--- src/rtl/seg7_monitor.sv ---
// seg7_monitor: watches a single-digit 7-segment display, debounces the
// segment pattern, decodes it back to hex and classifies each accepted
// change as up-step, down-step or illegal jump.
// Optional feature macro: SEG7_DP_CHECK_EN (decimal point joins the filter
// and any accepted pattern with the point lit is flagged as illegal).
//
// state   | meaning
// --------+-----------------------------------------------------------
// S_EMPTY | display active, no digit decoded yet (no direction history)
// S_HOLD  | display active, digit holds the last accepted value
// S_BLANK | DS1 high, display blanked; filter held clear
module seg7_monitor #(
    parameter int STABLE_CYCLES = 4,
    parameter int CNT_W         = 16
) (
    input  logic             clk,
    input  logic             reset,
    input  logic             DS1,
    input  logic             a,
    input  logic             b,
    input  logic             c,
    input  logic             d,
    input  logic             e,
    input  logic             f,
    input  logic             g,
    input  logic             h,
    output logic [3:0]       digit,
    output logic             digit_valid,
    output logic             new_digit,
    output logic             dir_up,
    output logic             dir_down,
    output logic             step_err,
    output logic             bad_pattern,
    output logic [CNT_W-1:0] step_count
);

`ifdef SEG7_DP_CHECK_EN
    localparam int SYNC_W = 9;
`else
    localparam int SYNC_W = 8;
`endif
    localparam logic [7:0] STAB_MAX = 8'(STABLE_CYCLES - 1);
    localparam logic [7:0] STAB_PRE = 8'(STABLE_CYCLES - 2);

    typedef enum logic [1:0] {S_EMPTY, S_HOLD, S_BLANK} state_t;

    logic [SYNC_W-1:0] w_pins, r_sync1, r_sync2;
    logic              w_ds1;
    logic [7:0]        w_seg, r_cur_pat, r_stab;
    logic              w_accept, w_dec_ok;
    logic [3:0]        w_dec_val, w_digit_inc, w_digit_dec;

    state_t            r_state, w_state_nxt;
    logic [3:0]        r_digit, w_digit_nxt;
    logic              r_valid, w_valid_nxt;
    logic              r_new, w_new_nxt;
    logic              r_up, w_up_nxt;
    logic              r_down, w_down_nxt;
    logic              r_err, w_err_nxt;
    logic              r_bad, w_bad_nxt;
    logic [CNT_W-1:0]  r_count, w_count_nxt;

`ifdef SEG7_DP_CHECK_EN
    assign w_pins = {DS1, h, a, b, c, d, e, f, g};
    assign w_seg  = r_sync2[7:0];
`else
    logic w_unused_h;
    assign w_unused_h = h;
    assign w_pins = {DS1, a, b, c, d, e, f, g};
    assign w_seg  = {1'b0, r_sync2[6:0]};
`endif
    assign w_ds1 = r_sync2[SYNC_W-1];

    // Two-flop synchronizer for all pins.
    always_ff @(posedge clk or negedge reset) begin
        if (!reset) begin
            r_sync1 <= '0;
            r_sync2 <= '0;
        end else begin
            r_sync1 <= w_pins;
            r_sync2 <= r_sync1;
        end
    end

    // Stability filter; stab saturates so each stable pattern is accepted once.
    always_ff @(posedge clk or negedge reset) begin
        if (!reset) begin
            r_cur_pat <= '0;
            r_stab    <= '0;
        end else if (w_ds1) begin
            r_cur_pat <= '0;
            r_stab    <= '0;
        end else if (w_seg != r_cur_pat) begin
            r_cur_pat <= w_seg;
            r_stab    <= '0;
        end else if (r_stab < STAB_MAX) begin
            r_stab <= r_stab + 8'd1;
        end
    end

    // Accept fires in the cycle stab steps from STABLE_CYCLES-2 to -1.
    assign w_accept = !w_ds1 && (w_seg == r_cur_pat) && (r_stab == STAB_PRE);

    // Glyph decode, bit6=a .. bit0=g; a lit decimal point is illegal when checked.
    always_comb begin
        w_dec_ok  = 1'b1;
        w_dec_val = 4'h0;
        case (w_seg[6:0])
            7'h7E: w_dec_val = 4'h0;
            7'h30: w_dec_val = 4'h1;
            7'h6D: w_dec_val = 4'h2;
            7'h79: w_dec_val = 4'h3;
            7'h33: w_dec_val = 4'h4;
            7'h5B: w_dec_val = 4'h5;
            7'h5F: w_dec_val = 4'h6;
            7'h70: w_dec_val = 4'h7;
            7'h7F: w_dec_val = 4'h8;
            7'h7B: w_dec_val = 4'h9;
            7'h77: w_dec_val = 4'hA;
            7'h1F: w_dec_val = 4'hB;
            7'h4E: w_dec_val = 4'hC;
            7'h3D: w_dec_val = 4'hD;
            7'h4F: w_dec_val = 4'hE;
            7'h47: w_dec_val = 4'hF;
            default: w_dec_ok = 1'b0;
        endcase
        if (w_seg[7]) w_dec_ok = 1'b0;
    end

    assign w_digit_inc = r_digit + 4'd1;
    assign w_digit_dec = r_digit - 4'd1;

    // Next-state and next-output logic.
    always_comb begin
        w_state_nxt = r_state;
        w_digit_nxt = r_digit;
        w_valid_nxt = r_valid;
        w_new_nxt   = 1'b0;
        w_up_nxt    = 1'b0;
        w_down_nxt  = 1'b0;
        w_err_nxt   = 1'b0;
        w_bad_nxt   = r_bad;
        w_count_nxt = r_count;
        if (w_ds1) begin
            w_state_nxt = S_BLANK;
            w_valid_nxt = 1'b0;
            w_bad_nxt   = 1'b0;
        end else begin
            case (r_state)
                S_BLANK: w_state_nxt = S_EMPTY;
                S_EMPTY, S_HOLD: begin
                    if (w_accept) begin
                        if (!w_dec_ok) begin
                            w_bad_nxt = 1'b1;
                        end else begin
                            w_bad_nxt = 1'b0;
                            if (r_state == S_EMPTY) begin
                                w_digit_nxt = w_dec_val;
                                w_valid_nxt = 1'b1;
                                w_new_nxt   = 1'b1;
                                w_state_nxt = S_HOLD;
                            end else if (w_dec_val != r_digit) begin
                                w_digit_nxt = w_dec_val;
                                w_new_nxt   = 1'b1;
                                w_up_nxt    = (w_dec_val == w_digit_inc);
                                w_down_nxt  = (w_dec_val == w_digit_dec);
                                w_err_nxt   = (w_dec_val != w_digit_inc) &&
                                              (w_dec_val != w_digit_dec);
                                if (!(&r_count)) w_count_nxt = r_count + CNT_W'(1);
                            end
                        end
                    end
                end
                default: w_state_nxt = S_EMPTY;
            endcase
        end
    end

    // State and registered outputs.
    always_ff @(posedge clk or negedge reset) begin
        if (!reset) begin
            r_state <= S_EMPTY;
            r_digit <= '0;
            r_valid <= 1'b0;
            r_new   <= 1'b0;
            r_up    <= 1'b0;
            r_down  <= 1'b0;
            r_err   <= 1'b0;
            r_bad   <= 1'b0;
            r_count <= '0;
        end else begin
            r_state <= w_state_nxt;
            r_digit <= w_digit_nxt;
            r_valid <= w_valid_nxt;
            r_new   <= w_new_nxt;
            r_up    <= w_up_nxt;
            r_down  <= w_down_nxt;
            r_err   <= w_err_nxt;
            r_bad   <= w_bad_nxt;
            r_count <= w_count_nxt;
        end
    end

    assign digit       = r_digit;
    assign digit_valid = r_valid;
    assign new_digit   = r_new;
    assign dir_up      = r_up;
    assign dir_down    = r_down;
    assign step_err    = r_err;
    assign bad_pattern = r_bad;
    assign step_count  = r_count;

endmodule

--- config.mk ---
export PLATFORM = sky130hd
export DESIGN_NAME = seg7_monitor
export DESIGN_NICKNAME = d
export VERILOG_FILES = /design/src/rtl/seg7_monitor.sv
export SDC_FILE = /design/constraint.sdc
export NUM_CORES = 1
export LEC_CHECK = 0
export CAP_MARGIN = 20
export CORE_MARGIN = 2
export CORE_UTILIZATION = 25
export DETAILED_ROUTE_END_ITERATION = 16
export PLACE_DENSITY = 0.47
export SETUP_SLACK_MARGIN = 0.5
export SLEW_MARGIN = 20
export SYNTH_ARGS = -nofsm -noshare
export SYNTH_HDL_FRONTEND = slang
export SYNTH_SLANG_ARGS = --single-unit
--- constraint.sdc ---
create_clock -name clk -period 5 [get_ports clk]
set_clock_uncertainty 0.2 [all_clocks]
set_input_delay 1 -clock clk [delete_from_list [all_inputs] [get_ports clk]]
set_output_delay 1 -clock clk [all_outputs]
set_load 0.02 [all_outputs]
Word-level counts from Yosys, hierarchy flattened
Cells that the tools add are included.

Bits in writable memories: 0. Register bits after elaboration: 60. Bits in latches: 0. Memory bits (read-only): 0. Memories kept: 0.

Bitwise gates (word level): 3. Multiplexer cells: 47. Order comparisons: 1. Divide/modulo/power cells: 0. Equal/unequal tests: 28. Reductions and logical operators: 20. $mul: 0. $add $sub $neg: 4. Shift operators: 0.

Operators by type and width (count): == test 7 bit, second input constant (12); case mux 4 bit (15 select lines) (1); 2-to-1 mux 8 bit (5); 2-to-1 mux 1 bit (34); == test 7 x 6 -> 1 bit, second input constant (3); adder 16 x 1 -> 16 bit, second input constant (1); AND reduction 16 bit (1); OR reduction 16 bit (1); inequality test 4 bit (3); nonzero test 2 bit (6); 2-to-1 mux 2 bit (5); inequality test 3 bit, second input constant (3); adder 8 x 1 -> 8 bit, second input constant (1); == test 4 bit (2); == test 7 x 8 -> 1 bit (1); == test 8 x 2 -> 1 bit, second input constant (1); < comparator 8 x 2 -> 1 bit, second input constant (1); 2-to-1 mux 4 bit (2); inequality test 7 x 8 -> 1 bit (1); == test 7 x 5 -> 1 bit, second input constant (1); AND reduction 7 bit (1); AND reduction 5 bit (1); adder 4 x 1 -> 4 bit, second input constant (1); AND reduction 4 bit (1); 10 further kinds (14).

Longest topological paths before layout
Word-level depth: 10. Depth in mapped cells: 11.

Least setup slack after synthesis
No wires, ideal clock.

Kind: flip-flop to flip-flop. From: register r_sync2[4]. To: register r_count[3] (netlist: step_count[3]). Period minus slack after synthesis: 2494 ps. Library setup time: 135 ps. Stages on the path, launching flop included: 11. Arrival: 2160 ps. Slack: 2506 ps. Cells stage by stage: dfrtp_1 -> buf_4 -> nand2b_2 -> nor4_4 -> nor4_4 -> xor2_2 -> nand2_2 -> o311ai_4 -> buf_6 -> nor2_1 -> xor2_1.

Longest elaborated chain between the ends: 4.

RTL lines: start, declared (RTL line 47) `logic [SYNC_W-1:0] w_pins, r_sync1, r_sync2;`; start signal, assigned (RTL line 81) `r_sync2 <= r_sync1;`; == test 7 bit (tied with other cells) (RTL line 108) `case (w_seg[6:0])`; case mux 4 bit (15 select lines) (tied with other cells) (RTL line 108); inequality test 4 bit (tied with other cells) (RTL line 162) `end else if (w_dec_val != r_digit) begin`; AND reduction 7 bit (no source line) (*); end signal, assigned (RTL line 200) `r_count <= w_count_nxt;`; end, declared (RTL line 61) `logic [CNT_W-1:0] r_count, w_count_nxt;`.

Every way passes the cells marked *; elsewhere a longest branch is shown, timed or not. A chain may end at the register's enable or synchronous reset.

Worst setup path after layout
From: register r_sync2[6]. To: register r_count[1] (netlist: step_count[1]).

The elaborated chain is that of the path after synthesis.

==> impl_metrics.env <==
export IMPL_coreArea_sq_um=11300
export IMPL_ir_drop_v=0.000168
export IMPL_slowest_delay_ns=0.65
export IMPL_area_growth_pct=25.6
export IMPL_htreeDepth=3
export IMPL_yosys_area_share_simple=0.225
export IMPL_synthTopCellsByArea="dfrtp_1, xor2_1, xnor2_1"
export IMPL_rows=39
export IMPL_drtAntennaViolNets=0
export IMPL_grt_pass1_vias=1913
export IMPL_crit_family="simple AND/OR/NAND/NOR gates"
export IMPL_drv_slew=0
export IMPL_drv_cap=0
export IMPL_grt_max_degree=39
export IMPL_async_flop_share=1.00
export IMPL_synth_compound_area_frac=0.0771
export IMPL_fmax_mhz=316
export IMPL_postCtsResizedCells=0
export IMPL_synth_edf_count=0
export IMPL_ys_seq_area_frac=0.511
export IMPL_powerDensity_nw_per_um2=315
export IMPL_synth_xor_area_frac=0.117
export IMPL_setup_viol=0
export IMPL_ys_types=55
export IMPL_synth_cells=252
export IMPL_slowest_stage="o311ai_4"
export IMPL_leakagePower_nw=1.56
export IMPL_drt_pass1_iterations=4
export IMPL_clock_sinks=59
export IMPL_worstPathArrival_ns=3.18
export IMPL_antenna_found_initial=0
export IMPL_postCtsSetupBuffers=0
export IMPL_worst_pin_slew_ns=0.833
export IMPL_drt_total_wl_microns=5420
export IMPL_clockBufferDepth=2
export IMPL_grt_pass1_wl_microns=9560
export IMPL_muxShareOfSynthArea=0.00780
export IMPL_die_height_microns=111
export IMPL_fin_crit_sh=0.633
export IMPL_nNetsFinal=303
export IMPL_power_mw=1.14
export IMPL_cts_hold_buf=0
export IMPL_ys_warn_count=0
export IMPL_cts_clk_slew_worst_paths_ns=0.05
export IMPL_synth_top_family_by_area="simple AND/OR/NAND/NOR gates"
export IMPL_fin_crit_ns=3.17
export IMPL_cts_root_buf="clkbuf_16"
export IMPL_wl_per_cell_microns=12.5
export IMPL_cts_tree="done"
export IMPL_crit_fanout=18
export IMPL_die_x_microns=111
export IMPL_synth_adder_area_share=0.0217
export IMPL_avgSynthCellArea_sq_um=11.5
export IMPL_hold_class="register to register"
export IMPL_insertion_delay_ns=0.32
export IMPL_critPathLaunchType="register"
export IMPL_synth_top_area_cell="dfrtp_1"
export IMPL_worstPathRequired_ns=5.01
export IMPL_syn_area_sq_um=2890
export IMPL_relSlewSlack=0.441
export IMPL_gp_congestion=0.773
export IMPL_drtIter0Drc=89
export IMPL_vias=1894
export IMPL_post_synth_top_count_cell="dfrtp_1"
export IMPL_synth_seq_cells=59
export IMPL_rsz0062_at_grt="no"
export IMPL_routed_via_density=4.37
export IMPL_fin_tns_setup_ns=0
export IMPL_worstSetupPathType="register to register"
export IMPL_drc=0
export IMPL_finalHoldViolCount=0
export IMPL_place_detailed_hpwl_microns=3770
export IMPL_crit_path_end_kind="register"
export IMPL_io_pins=37
export IMPL_numCtsBuffers=9
export IMPL_grt_overflow=0
export IMPL_cp_num_buf_inv=0
export IMPL_status="finished, final reports clean"
export IMPL_synth_nets=268
export IMPL_io_buffers=35
export IMPL_gr_usage_all_layers=0.0967
export IMPL_post_route_cells_drive_above_1_share=0.141
export IMPL_netlist_top_cells_count="dfrtp_1, xor2_1, nand2_1"
export IMPL_die_area_sq_um=12400
export IMPL_diodes=0
export IMPL_yosysTopAreaCellShare=0.511
export IMPL_cp_cell_sequence="nand2b_1 -> nor4_2 -> nor4_4 -> xor2_2 -> nand2_2 -> o311ai_4 -> mux2_2"
export IMPL_yosys_most_used_dff="dfrtp_1"
export IMPL_initial_core_util=0.255
[power by group]
group / leakage (nW) / internal [mW] / switching [mW] / total [mW]
logic: 0.638 / 0.0238 / 0.0281 / 0.0520
clock network: 0.141 / 0.391 / 0.194 / 0.585
registers: 0.778 / 0.488 / 0.0165 / 0.505
[cell families after synthesis]
family	Yosys count
and+or+nand+nor	103
DFF	59
xor gates and xnor gates	33
AOI/OAI and AO/OA	27
buffers and inverters	23
adders and majority gates	5
muxes	2
[layout make-up]
| class | count | area (sq um) |
|---|---|---|
| fill | 1166 | 7690 |
| sequential | 59 | 1480 |
| multi-input combinational | 170 | 1300 |
| timing repair buffer | 36 | 353 |
| clock buffer | 11 | 243 |
| tap | 143 | 179 |
| inverter | 11 | 41.3 |
| clock inverter | 3 | 40.0 |
[flip-flops by register name, indices dropped and copies added (netlist names)]
name and cells:
step_count 16, r_stab 8, r_sync1 8, r_sync2 8, r_cur_pat 7, digit 4, r_state 2, bad_pattern 1
digit_valid 1, dir_down 1, dir_up 1, new_digit 1, step_err 1
[stage by stage]
stage,cell area (sq um),util,hold slack [ns],cells,setup WS [ns]
3_3_place_gp,3350,0.296,0.134,419,1.83
4_1_cts,3630,0.321,0.145,433,1.79
3_5_place_dp,3350,0.296,0.135,419,1.82
5_1_grt,3630,0.321,0.156,433,1.61
6_report,3630,0.321,0.144,433,1.83
2_1_floorplan,2890,-,0.131,252,2.51
[metal layers]
layer,global-route usage,share of wire,up-vias,routed length (microns)
met4,0.0519,0.022,0,117
li1,-,-,942,-
met2,0.145,0.46,31,2520
met1,0.130,0.48,910,2610
met3,0.0234,0.031,11,167
met5,0,0,-,0
[worst paths after layout]
path                       startpoint             to  slack [ns]  cells after the start
max                        r_sync2[6]  step_count[1]        1.83                      7
min                        r_sync1[3]     r_sync2[3]        0.14                      0
max reg2reg                r_sync2[6]  step_count[1]        1.83                      7
min reg2reg                r_sync1[3]     r_sync2[3]        0.14                      0
max in group asynchronous       reset      r_stab[7]        3.19                      2
min in group asynchronous       reset     r_sync1[1]        0.58                      1
[placed cells by master (no fill, tap or decap), drive strengths merged, types with 4 or more instances in the layout]
cell type and n:
nand4 6, a21oi 4, inv 11, nand2b 4, nor4 8, xnor2 14, dfrtp 59, ha 5
nand2 17, nor2 13, clkdlybuf4s50 34, clkbuf 11, nor3 15, nor2b 8, nand3 13, xor2 19
o21ai 6, and2 7
Power figures use the tool's default switching activity.
==> RTL edit (same flow settings) <==
Set the parameter `CNT_W` to 20 (it was 16).
--- a/src/rtl/seg7_monitor.sv
+++ b/src/rtl/seg7_monitor.sv
@@ -11,7 +11,7 @@
 // S_BLANK | DS1 high, display blanked; filter held clear
 module seg7_monitor #(
     parameter int STABLE_CYCLES = 4,
-    parameter int CNT_W         = 16
+    parameter int CNT_W         = 20
 ) (
     input  logic             clk,
     input  logic             reset,
Ports: changed (resized step_count); port bits go from 37 to 41. The function was not compared with the original's and may differ.
==> RTL edit against the original RTL <==
Non-clock buffer count rose by 5; critical endpoint unchanged; area after synthesis rose by 10%; sequential cell count rose by 4; via count rose by 9.6%; die area rose by 10%; wire length rose by 16%; critical path type unchanged; total power rose by 8.7%; synthesized cell count rose by 4.8%; clock power rose by 11%; design area rose by 10%; setup slack got worse by 56 ps; largest cell class unchanged.
==> RTL edit: results (changes against the original RTL) <==
[layout]
diodes = 0  ; unchanged
largest_reg_flops = 20  ; +4
drive_gt1_frac = 0.155  ; +0.0137
fin_nets = 314  ; +3.6%

[critical_path]
max_stage_delay_ps = 660
slowest_stage = dfrtp_1
crit_fanout = 21  ; +3
cp.arrival_ps = 3230  ; +50 ps
path_delay_family = simple AND/OR/NAND/NOR gates

[placement]
place.gp.congestion = 0.780  ; +0.97%
dp_hpwl_um = 4250  ; +13%
portBuffers = 39  ; +11%
place_area_um2 = 3680  ; +10%

[clock_network]
cts-root-buf = clkbuf_16
clockBufferDepth = 2  ; unchanged
cts-resized-gates = 0  ; unchanged
clkLatencyLatePin_ps = 320  ; about the same
post_cts_buffers = 0  ; unchanged
cts_max_level = 3  ; unchanged
numCtsBuffers = 9  ; unchanged
clk_pin_slew_ps = 50  ; about the same

[route]
vias = 2075  ; +9.6%
drt_first_pass_iters = 4  ; unchanged
avgRoutedWirePerCell_um = 13.3  ; +6.0%
drtIter0Drc = 139  ; +56%

[logic_synthesis]
synth-seq-area-share = 0.494  ; -0.0170
syn_avg_cell_area_um2 = 12.1  ; +5.4%
synth.distinct_cells = 51  ; -7.3%
synth.yosys.warnings = 0  ; unchanged
async_flop_share = 1.00  ; unchanged
ys_top_cells_by_area = dfrtp_1 49%, xor2_1 7.7%, nor4_2 4.7%
synth_area_leader_cell = dfrtp_1
synth_nets = 280  ; +4.5%
yosys-top-cells-count = 63 x dfrtp_1, 28 x xor2_1, 13 x and3_1, 13 x nand2_1, 12 x nor4_2
syn_inst = 264  ; +4.8%

[power_and_ir_drop]
switching_share = 0.213  ; +0.00325
p_leak_nw = 1.77  ; +14%
vdd_drop_max_v = 0.000136  ; -19%

[sta]
tightest_slew_ps = 949  ; +116 ps

[grt]
track_usage = 0.101  ; +0.00462
grt_max_degree = 33  ; -15%
antenna_found_initial = 0  ; unchanged
grt_pass1_wl_um = 10500  ; +10%
grt_pass1_vias = 2012  ; +5.2%

[worst_hold_path]
hold_class = reg2reg

[status]
status = complete, no violations

RTL edit: cell types whose count changed in the layout (fill, tap and decap cells not counted), sizes merged, moves of 4 or more:
cell and change:
o21ai -4, nor3 -7, xor2 +12, xnor2 -9
dfrtp +4, nor4 +10, and3 +13, nand3 -6
nor2 -6, inv -5, clkdlybuf4s50 +4, nor4b +5
RTL edit: stage by stage:
step                      worst slack (ps)  std cells
final                                 1780        475
after detailed placement              1770        459
after floorplan                       2380        264
after global routing                  1600        475
after CTS                             1760        475
after global placement                1760        459
RTL edit: cells by family (layout without fill, tap and decap cells):
family / count (synthesis) / in the layout / share of synthesized area
mux: 3 / 3 / 0.0118
compound gates: 22 / 22 / 0.0494
flops: 63 / 63 / 0.494
fa+ha+maj: 5 / 5 / 0.0196
simple gates: 110 / 110 / 0.267
buf+inv: 24 / 63 / 0.0451
xor+xnor: 37 / 37 / 0.113
RTL edit: layer usage:
layer | track usage | up-vias | routed length, um
met3 | 0.0314 | 7 | 234
li1 | - | 1016 | -
met5 | 0 | - | 0
met1 | 0.140 | 1025 | 3070
met2 | 0.146 | 27 | 2890
met4 | 0.0447 | 0 | 108
RTL edit: worst paths after layout:
| path | slack (ps) | from | endpoint | cells after the start |
|---|---|---|---|---|
| max | 1780 | r_sync2[2] | step_count[1] | 8 |
| min | 150 | r_sync1[4] | r_sync2[4] | 0 |
| max reg2reg | 1780 | r_sync2[2] | step_count[1] | 8 |
| min reg2reg | 150 | r_sync1[4] | r_sync2[4] | 0 |
| max in group asynchronous | 3160 | reset | r_cur_pat[5] | 2 |
| min in group asynchronous | 540 | reset | step_count[12] | 1 |
RTL edit: layout make-up:
type | instances | area, um2
clock buffer | 12 | 236
clock inverter | 4 | 70.1
fill | 1274 | 8530
inverter | 6 | 22.5
multi-input combinational | 177 | 1470
sequential | 63 | 1580
tap | 172 | 215
timing repair buffer | 41 | 400
RTL edit: worst reg2reg max path: cells and delay by family, from the launching register on:
family	cells	cell delay, ps
DFF	1	660
and+or+nand+nor	3	700
buffers and inverters	1	360
muxes	1	330
AOI/OAI and AO/OA	2	660
xor gates and xnor gates	1	200
RTL edit: power groups by stage:
| stage | clock network, mW | registers (mW) | logic [mW] |
|---|---|---|---|
| finish | 0.649 | 0.536 | 0.0570 |
| global route | 0.693 | 0.538 | 0.0643 |
| CTS | 0.671 | 0.535 | 0.0591 |
| detailed placement | 0 | 0.544 | 0.0590 |
| global placement | 0 | 0.544 | 0.0586 |
| floorplan | 0 | 0.533 | 0.0496 |
